### config.mk
export PLATFORM = sky130hd
export DESIGN_NAME = shift_ex_stage
export DESIGN_NICKNAME = d
export VERILOG_FILES = /design/src/rtl/shift_ex_stage_pkg.sv /design/src/rtl/shift_ex_stage_shifter.sv /design/src/rtl/shift_ex_stage.sv
export SDC_FILE = /design/constraint.sdc
export NUM_CORES = 1
export LEC_CHECK = 0
export ABC_CLOCK_PERIOD_IN_PS = 2900
export BUFFER_PORTS_ARGS = -buffer_cell sky130_fd_sc_hd__buf_2
export CAP_MARGIN = 10
export CORE_MARGIN = 1
export CORE_UTILIZATION = 30
export DETAILED_ROUTE_END_ITERATION = 8
export PLACE_DENSITY = 0.59
export SLEW_MARGIN = 20
export SYNTH_ARGS = -nofsm -noshare
export SYNTH_HDL_FRONTEND = slang
export SYNTH_SLANG_ARGS = --single-unit
### constraint.sdc
create_clock -name clk -period 2.9 [get_ports clk]
set_input_delay 0.29 -clock clk [delete_from_list [all_inputs] [get_ports clk]]
set_output_delay 0.29 -clock clk [all_outputs]
set_load 0.01 [all_outputs]
### src/rtl/shift_ex_stage_pkg.sv
// Shared definitions for the shift execute stage: op encodings and default widths.
// Used by shift_ex_stage and shifter; the SHIFT_FWD_EN build option lives in the top.
package shift_ex_stage_pkg;

  localparam int OPERAND_WIDTH_D  = 16;
  localparam int SHAMT_WIDTH_D    = 4;
  localparam int REG_ADDR_WIDTH_D = 3;

  typedef enum logic [1:0] {
    SH_ROL = 2'b00,
    SH_SLL = 2'b01,
    SH_ROR = 2'b10,
    SH_SRL = 2'b11
  } sh_op_e;

endpackage

### src/rtl/shift_ex_stage_shifter.sv
// Combinational WISC shifter: rotate/shift left/right by a SHAMT_WIDTH-bit amount.
// Rotates use a doubled operand so amount 0 needs no special case.
module shifter
  import shift_ex_stage_pkg::*;
#(
  parameter int OPERAND_WIDTH  = OPERAND_WIDTH_D,
  parameter int SHAMT_WIDTH    = SHAMT_WIDTH_D,
  parameter int NUM_OPERATIONS = 2
) (
  input  logic [OPERAND_WIDTH-1:0]  In,
  input  logic [SHAMT_WIDTH-1:0]    ShAmt,
  input  logic [NUM_OPERATIONS-1:0] Oper,
  output logic [OPERAND_WIDTH-1:0]  Out
);

  logic [2*OPERAND_WIDTH-1:0] w_dbl_l;
  logic [2*OPERAND_WIDTH-1:0] w_dbl_r;

  assign w_dbl_l = {In, In} << ShAmt;
  assign w_dbl_r = {In, In} >> ShAmt;

  always_comb begin
    Out = In;
    case (Oper)
      SH_ROL:  Out = w_dbl_l[2*OPERAND_WIDTH-1:OPERAND_WIDTH];
      SH_SLL:  Out = In << ShAmt;
      SH_ROR:  Out = w_dbl_r[OPERAND_WIDTH-1:0];
      SH_SRL:  Out = In >> ShAmt;
      default: Out = In;
    endcase
  end

endmodule

### src/rtl/shift_ex_stage.sv
// Shift/rotate execute stage: valid/ready intake, shifter, 2-entry in-order result FIFO.
// Define SHIFT_FWD_EN to forward the last accepted result to a dependent request.
module shift_ex_stage
  import shift_ex_stage_pkg::*;
#(
  parameter int OPERAND_WIDTH  = OPERAND_WIDTH_D,
  parameter int SHAMT_WIDTH    = SHAMT_WIDTH_D,
  parameter int REG_ADDR_WIDTH = REG_ADDR_WIDTH_D
) (
  input  logic                      clk,
  input  logic                      rst,
  input  logic                      in_valid,
  output logic                      in_ready,
  input  logic [1:0]                in_op,
  input  logic                      in_imm,
  input  logic [SHAMT_WIDTH-1:0]    in_shamt_imm,
  input  logic [REG_ADDR_WIDTH-1:0] in_rs_addr,
  input  logic [OPERAND_WIDTH-1:0]  in_rs_data,
  input  logic [OPERAND_WIDTH-1:0]  in_rt_data,
  input  logic [REG_ADDR_WIDTH-1:0] in_rd_addr,
  output logic                      out_valid,
  input  logic                      out_ready,
  output logic [OPERAND_WIDTH-1:0]  out_data,
  output logic [REG_ADDR_WIDTH-1:0] out_rd_addr
);

  // Handshake: a transfer happens on a rising edge where valid and ready are both high;
  // in_ready depends only on the registered count, never on out_ready.
  logic [OPERAND_WIDTH-1:0]  r_data [2];
  logic [REG_ADDR_WIDTH-1:0] r_rd   [2];
  logic                      r_rptr;
  logic                      r_wptr;
  logic [1:0]                r_count;

  logic                     w_push;
  logic                     w_pop;
  logic [SHAMT_WIDTH-1:0]   w_shamt;
  logic [OPERAND_WIDTH-1:0] w_operand;
  logic [OPERAND_WIDTH-1:0] w_result;

  assign in_ready  = (r_count != 2'd2);
  assign out_valid = (r_count != 2'd0);
  assign w_push    = in_valid & in_ready;
  assign w_pop     = out_valid & out_ready;
  assign w_shamt   = in_imm ? in_shamt_imm : in_rt_data[SHAMT_WIDTH-1:0];

`ifdef SHIFT_FWD_EN
  logic                      r_last_vld;
  logic [REG_ADDR_WIDTH-1:0] r_last_rd;
  logic [OPERAND_WIDTH-1:0]  r_last_data;
  logic                      w_unused_rt;

  assign w_unused_rt = &{1'b0, in_rt_data[OPERAND_WIDTH-1:SHAMT_WIDTH]};
  assign w_operand   = (r_last_vld && (in_rs_addr == r_last_rd)) ? r_last_data : in_rs_data;

  // Only reset clears the bypass; it survives idle cycles between dependent shifts.
  always_ff @(posedge clk) begin
    if (rst) begin
      r_last_vld  <= 1'b0;
      r_last_rd   <= '0;
      r_last_data <= '0;
    end else if (w_push) begin
      r_last_vld  <= 1'b1;
      r_last_rd   <= in_rd_addr;
      r_last_data <= w_result;
    end
  end
`else
  logic w_unused_in;

  assign w_unused_in = &{1'b0, in_rt_data[OPERAND_WIDTH-1:SHAMT_WIDTH], in_rs_addr};
  assign w_operand   = in_rs_data;
`endif

  shifter #(
    .OPERAND_WIDTH (OPERAND_WIDTH),
    .SHAMT_WIDTH   (SHAMT_WIDTH),
    .NUM_OPERATIONS(2)
  ) u_shifter (
    .In   (w_operand),
    .ShAmt(w_shamt),
    .Oper (in_op),
    .Out  (w_result)
  );

  always_ff @(posedge clk) begin
    if (rst) begin
      r_rptr    <= 1'b0;
      r_wptr    <= 1'b0;
      r_count   <= 2'd0;
      r_data[0] <= '0;
      r_data[1] <= '0;
      r_rd[0]   <= '0;
      r_rd[1]   <= '0;
    end else begin
      if (w_push) begin
        r_data[r_wptr] <= w_result;
        r_rd[r_wptr]   <= in_rd_addr;
        r_wptr         <= ~r_wptr;
      end
      if (w_pop) r_rptr <= ~r_rptr;
      case ({w_push, w_pop})
        2'b10:   r_count <= r_count + 2'd1;
        2'b01:   r_count <= r_count - 2'd1;
        default: r_count <= r_count;
      endcase
    end
  end

  assign out_data    = out_valid ? r_data[r_rptr] : '0;
  assign out_rd_addr = out_valid ? r_rd[r_rptr]   : '0;

endmodule
# [Word-level counts from Yosys, hierarchy flattened]
# Memories as Yosys holds them, arrays and structs flattened. A register that Yosys moved wholly into a read port is not among the register bits.
# Cells that the tools add are included.
[op_classes] n_addsub=2 mul=0 div_mod_pow=0 n_lt_le_gt_ge=0 eq_ne=6 shifts=4 n_mux=20 bitwise_logic=4 reduce_logical=5
[op_table] op="$pmux 16 s4" count=1
[op_table] op="$mux 16" count=2
[op_table] op="$shl 32x4->32" count=1
[op_table] op="$shr 32x4->16" count=1
[op_table] op="$reduce_or 16->1" count=1
[op_table] op="$shl 16x4->16" count=1
[op_table] op="$shr 16x4->16" count=1
[op_table] op="$mux 1" count=13
[op_table] op="$eq 2x2->1 const B" count=3
[op_table] op="$mux 3" count=2
[op_table] op="$eq 2x1->1 const B" count=2
[op_table] op="$mux 4" count=1
[op_table] op="$pmux 2 s2" count=1
[op_table] op="$reduce_bool 2->1" count=2
[op_table] op="$reduce_or 3->1" count=1
[op_table] op="$add 2x1->2 const B" count=1
[op_table] op="$and 1x1->1" count=2
[op_table] op="$logic_not 2->1" count=1
[op_table] op="$ne 2x2->1 const B" count=1
[op_table] op="$not 1->1" count=2
[op_table] op="$sub 2x1->2 const B" count=1
[word_totals] reg_bits=4 latchBits=0 ram_bits=38 romBits=0 in_bits=49 out_inout_bits=21 elab_cells=46 memories=2
[mem_list] memory="r_data" depth=2 width=16 read_ports=1 rd_ports_with_merged_regs=1 write_ports=2 line="shift_ex_stage.sv:29" text="logic [OPERAND_WIDTH-1:0] r_data [2];"
[mem_list] memory="r_rd" depth=2 width=3 read_ports=1 rd_ports_with_merged_regs=1 write_ports=2 line="shift_ex_stage.sv:30" text="logic [REG_ADDR_WIDTH-1:0] r_rd [2];"

# [Longest topological paths before layout]
[logic_depth] word_depth=7 depth_mapped=9 mapped_depth_nobuf=6

# [Hierarchy]
# Synthesis repeated with hierarchy kept, for this count alone.
[hier_totals] hier_cells=425 area_unflattened_um2=4113.9
[by_module_without_submodules] module="shifter" n_inst=1 cells_per_inst=251 area_per_inst_um2=2119.5 seq_area_each_um2=0.0
[by_module_without_submodules] module="shift_ex_stage" n_inst=1 cells_per_inst=174 area_per_inst_um2=1994.4 seq_area_each_um2=1241.2

# [Worst setup path after synthesis]
# Ideal clock, no wire load.
[synth_path] path_kind="input -> register" start="in in_imm" end="mem r_data[1][13] in the netlist's numbering (data pin)" setup_time_ns=0.267 arrival_time_ns=2.168 t_required_ns=2.633 path_slack_ns=0.465 cell_stages=7 path_buffers=1 path_cell_list="buf_6 -> mux2i_4 -> mux4_2 -> mux2i_1 -> nor2_1 -> mux4_2 -> nor2b_1"
[synth_lines] element="start, declared" line="shift_ex_stage.sv:15" text="input logic in_imm,"
[synth_lines] element="end, declared" line="shift_ex_stage.sv:29"

==> qor.txt <==
Async set-reset flop share out of synthesis -> 0
Largest net degree at the start of global routing -> 24
Worst-Skew Late Latency -> 0.28 ns
Outcome -> complete, no violations
Hpwl dp -> 8270 um
Post-route minimum period -> 2.56 ns
Antenna diodes -> 0
Initial antenna violation count -> 0
CTS buffer count -> 5
Crit Path Class -> input port to register
Die height -> 118 um
Synth Flop Type -> edfxtp_1
Die Wd -> 118 um
Synthesized net count -> 455
Gr usage total -> 0.163
Die area -> 13900 sq um
Unrepaired setup endpoints after global routing -> false
Commonest non-fill, non-tap cells in the layout -> nor2_1 (80), mux2i_1 (60), buf_2 (54)
Final Setup Violations -> 0
Yosys cell types -> 52
Post-Syn Area -> 4030 sq um
Root Buffer -> clkbuf_16
Hold Fails Final Rpt -> 0
Via-per-instance ratio -> 5.72
FF+latch area -> 1240 sq um
Post-CTS setup buffers -> 0
Final period utilization -> 0.881
Critical Path Fanout Max -> 13
Num rows -> 41
Cells on Worst Hold Path -> 2
Routed len/inst -> 18.1 um
Reg2Reg Setup Slack -> 1.08 ns
Drt first pass iters -> 4
Synth top area share -> 0.283
Synth Register Bits -> 43
Total gr overflow -> 0
Routed WL -> 11300 um
Reg2Reg Depth -> 4
Cts repair resizes -> 0
Arrival @ worst endpoint -> 2.69 ns
Sequential area share after synthesis -> 0.308
Setup_tns -> 0 ns
Iteration-0 DRC Markers -> 244
Critical Path Most Common Cell -> nor2_1
Commonest non-fill, non-tap cell in the layout -> nor2_1
Hold EP -> r_count[1]
Number of I/O pins -> 70
Fin. max-slew vios -> 0
Post-route DRC -> 0
Largest cells by area after synthesis -> edfxtp_1 (28%), mux4_2 (17%), mux2i_1 (15%)
Max Cap Viol -> 0
First-pass GRT wire length -> 18100 um
Layout area overhead -> 16.5%
Crit path max-delay cell type -> mux2i_2
Hold wc startpoint -> rst
CTS tree -> built
Critical path endpoint category -> register
Synth area leader -> edfxtp_1
Launching point of the worst reg2reg path -> r_count[0]
Crit-path max cell delay -> 0.77 ns
Reg clk slew, reported paths -> 0.06 ns
Clock skew -> 0.00430 ns
Filler cells -> 1322
Fin nets -> 502
Measured slew at the worst slew-check pin -> 0.886 ns
Min-Delay Path Class -> input port to register
Number of flops mapped to enable cells by yosys -> 38
Via count -> 3573
Max Clk Rate -> 391 MHz
Crit path required time -> 3.03 ns
Gpl congestion -> 0.883
Area occupied by multi-input gates -> 2590 sq um
Synth Warn # -> 0
Antenna Violating Nets Remaining -> 0
Power Total -> 2.60 mW
CTS Buffer Depth -> 2
Initial core utilization -> 0.313
Worst path cell trace -> buf_2 > buf_4 > mux2i_2 > nor2_1 > a221o_1 > o32ai_1 > mux2i_1 > nor2_1
Mapped Avg Cell Area -> 9.96 sq um
RR Endpoint -> r_data[0][5]
Syn Inst Count -> 405
Worst rel slew slack -> 0.397
Startpoint Class -> input port
Buf/Inv on CP -> 2
CTS sink count -> 43
IO buf count -> 54
Leakage -> 1.85 nW
Proportion of layout cells with a drive suffix above 1 -> 0.278
Vias in the first global route -> 3301
CTS Hold Buffers Added -> 0
Placement Setup Slack -> 0.100 ns
Core area -> 12900 sq um
H-tree lvl count -> 2
Max VDD drop -> 0.223 mV
Total power per unit cell area -> 553 nW/um^2
Final WS setup -> 0.344 ns
Delay-heaviest family, CP -> multiplexers
[area by class of cell]
class | count | area share
Clock buffer | 8 | 0.0333
Inverter | 9 | 0.00719
Multi-Input combinational cell | 317 | 0.552
Sequential cell | 43 | 0.264
Tap cell | 172 | 0.0458
Timing Repair Buffer | 76 | 0.0980
[worst max-delay path by stage]
stage	from	endpoint	slack [ns]	cells after the start
final	in_imm	r_data[0][12]	0.34	8
after detailed placement	in_imm	r_data[0][12]	0.10	8
after global placement	in_imm	r_data[0][11]	0.05	9
after CTS	in_imm	r_data[0][12]	0.40	8
after global routing	in_imm	r_data[0][12]	0.19	8
after floorplan	in_imm	r_data[1][13]	0.47	7
[cells in the mapped netlist, types with 8 or more instances]
cell type and count:
inv_1 8, nor2_1 80, o21ai_0 8, buf_2 10, edfxtp_1 38, nand2_1 30
a211oi_1 9, o22ai_1 11, nor3_1 8, mux4_2 30, a21oi_1 11, mux2i_1 62
clkbuf_1 19
[kinds of logic (layout without fill, tap and decap cells)]
kind of cell / after synthesis / after routing / share of synthesized area
AOI/OAI and AO/OA: 77 / 77 / 0.143
xor gates and xnor gates: 4 / 4 / 0.00869
muxes: 99 / 99 / 0.345
DFF: 43 / 43 / 0.308
adders and majority gates: 1 / 1 / 0.00310
and+or+nand+nor: 136 / 136 / 0.141
buffers and inverters: 45 / 93 / 0.0524
[power breakdown]
part	internal [mW]	leakage (nW)	switching (mW)
registers	0.801	0.444	0.0727
logic	0.494	1.33	0.660
clock network	0.366	0.0772	0.206
[state kept, by name, summed over array words and instances, names as in the netlist, named ones only]
| signal | flops |
|---|---|
| r_data | 32 |
| r_count | 2 |
| r_rptr | 1 |
| r_wptr | 1 |
| r_rd | 6 |
[layer usage]
metal | track usage | part of all wire | vias up
met2 | 0.252 | 0.45 | 194
li1 | - | - | 1644
met3 | 0.0213 | 0.076 | 14
met4 | 0.0465 | 0.014 | 0
met1 | 0.236 | 0.46 | 1721
met5 | 0 | 0 | -
[through the flow]
| stage | hold WS (ns) | cell area [sq um] | std cells | utilization |
|---|---|---|---|---|
| floorplan | 0.472 | 4030 | 405 | - |
| global placement | 0.479 | 4540 | 617 | 0.353 |
| detailed placement | 0.507 | 4540 | 617 | 0.353 |
| CTS | 0.276 | 4700 | 625 | 0.365 |
| global route | 0.290 | 4700 | 625 | 0.365 |
| finish | 0.274 | 4700 | 625 | 0.365 |
(Power assumes the default switching activity.)
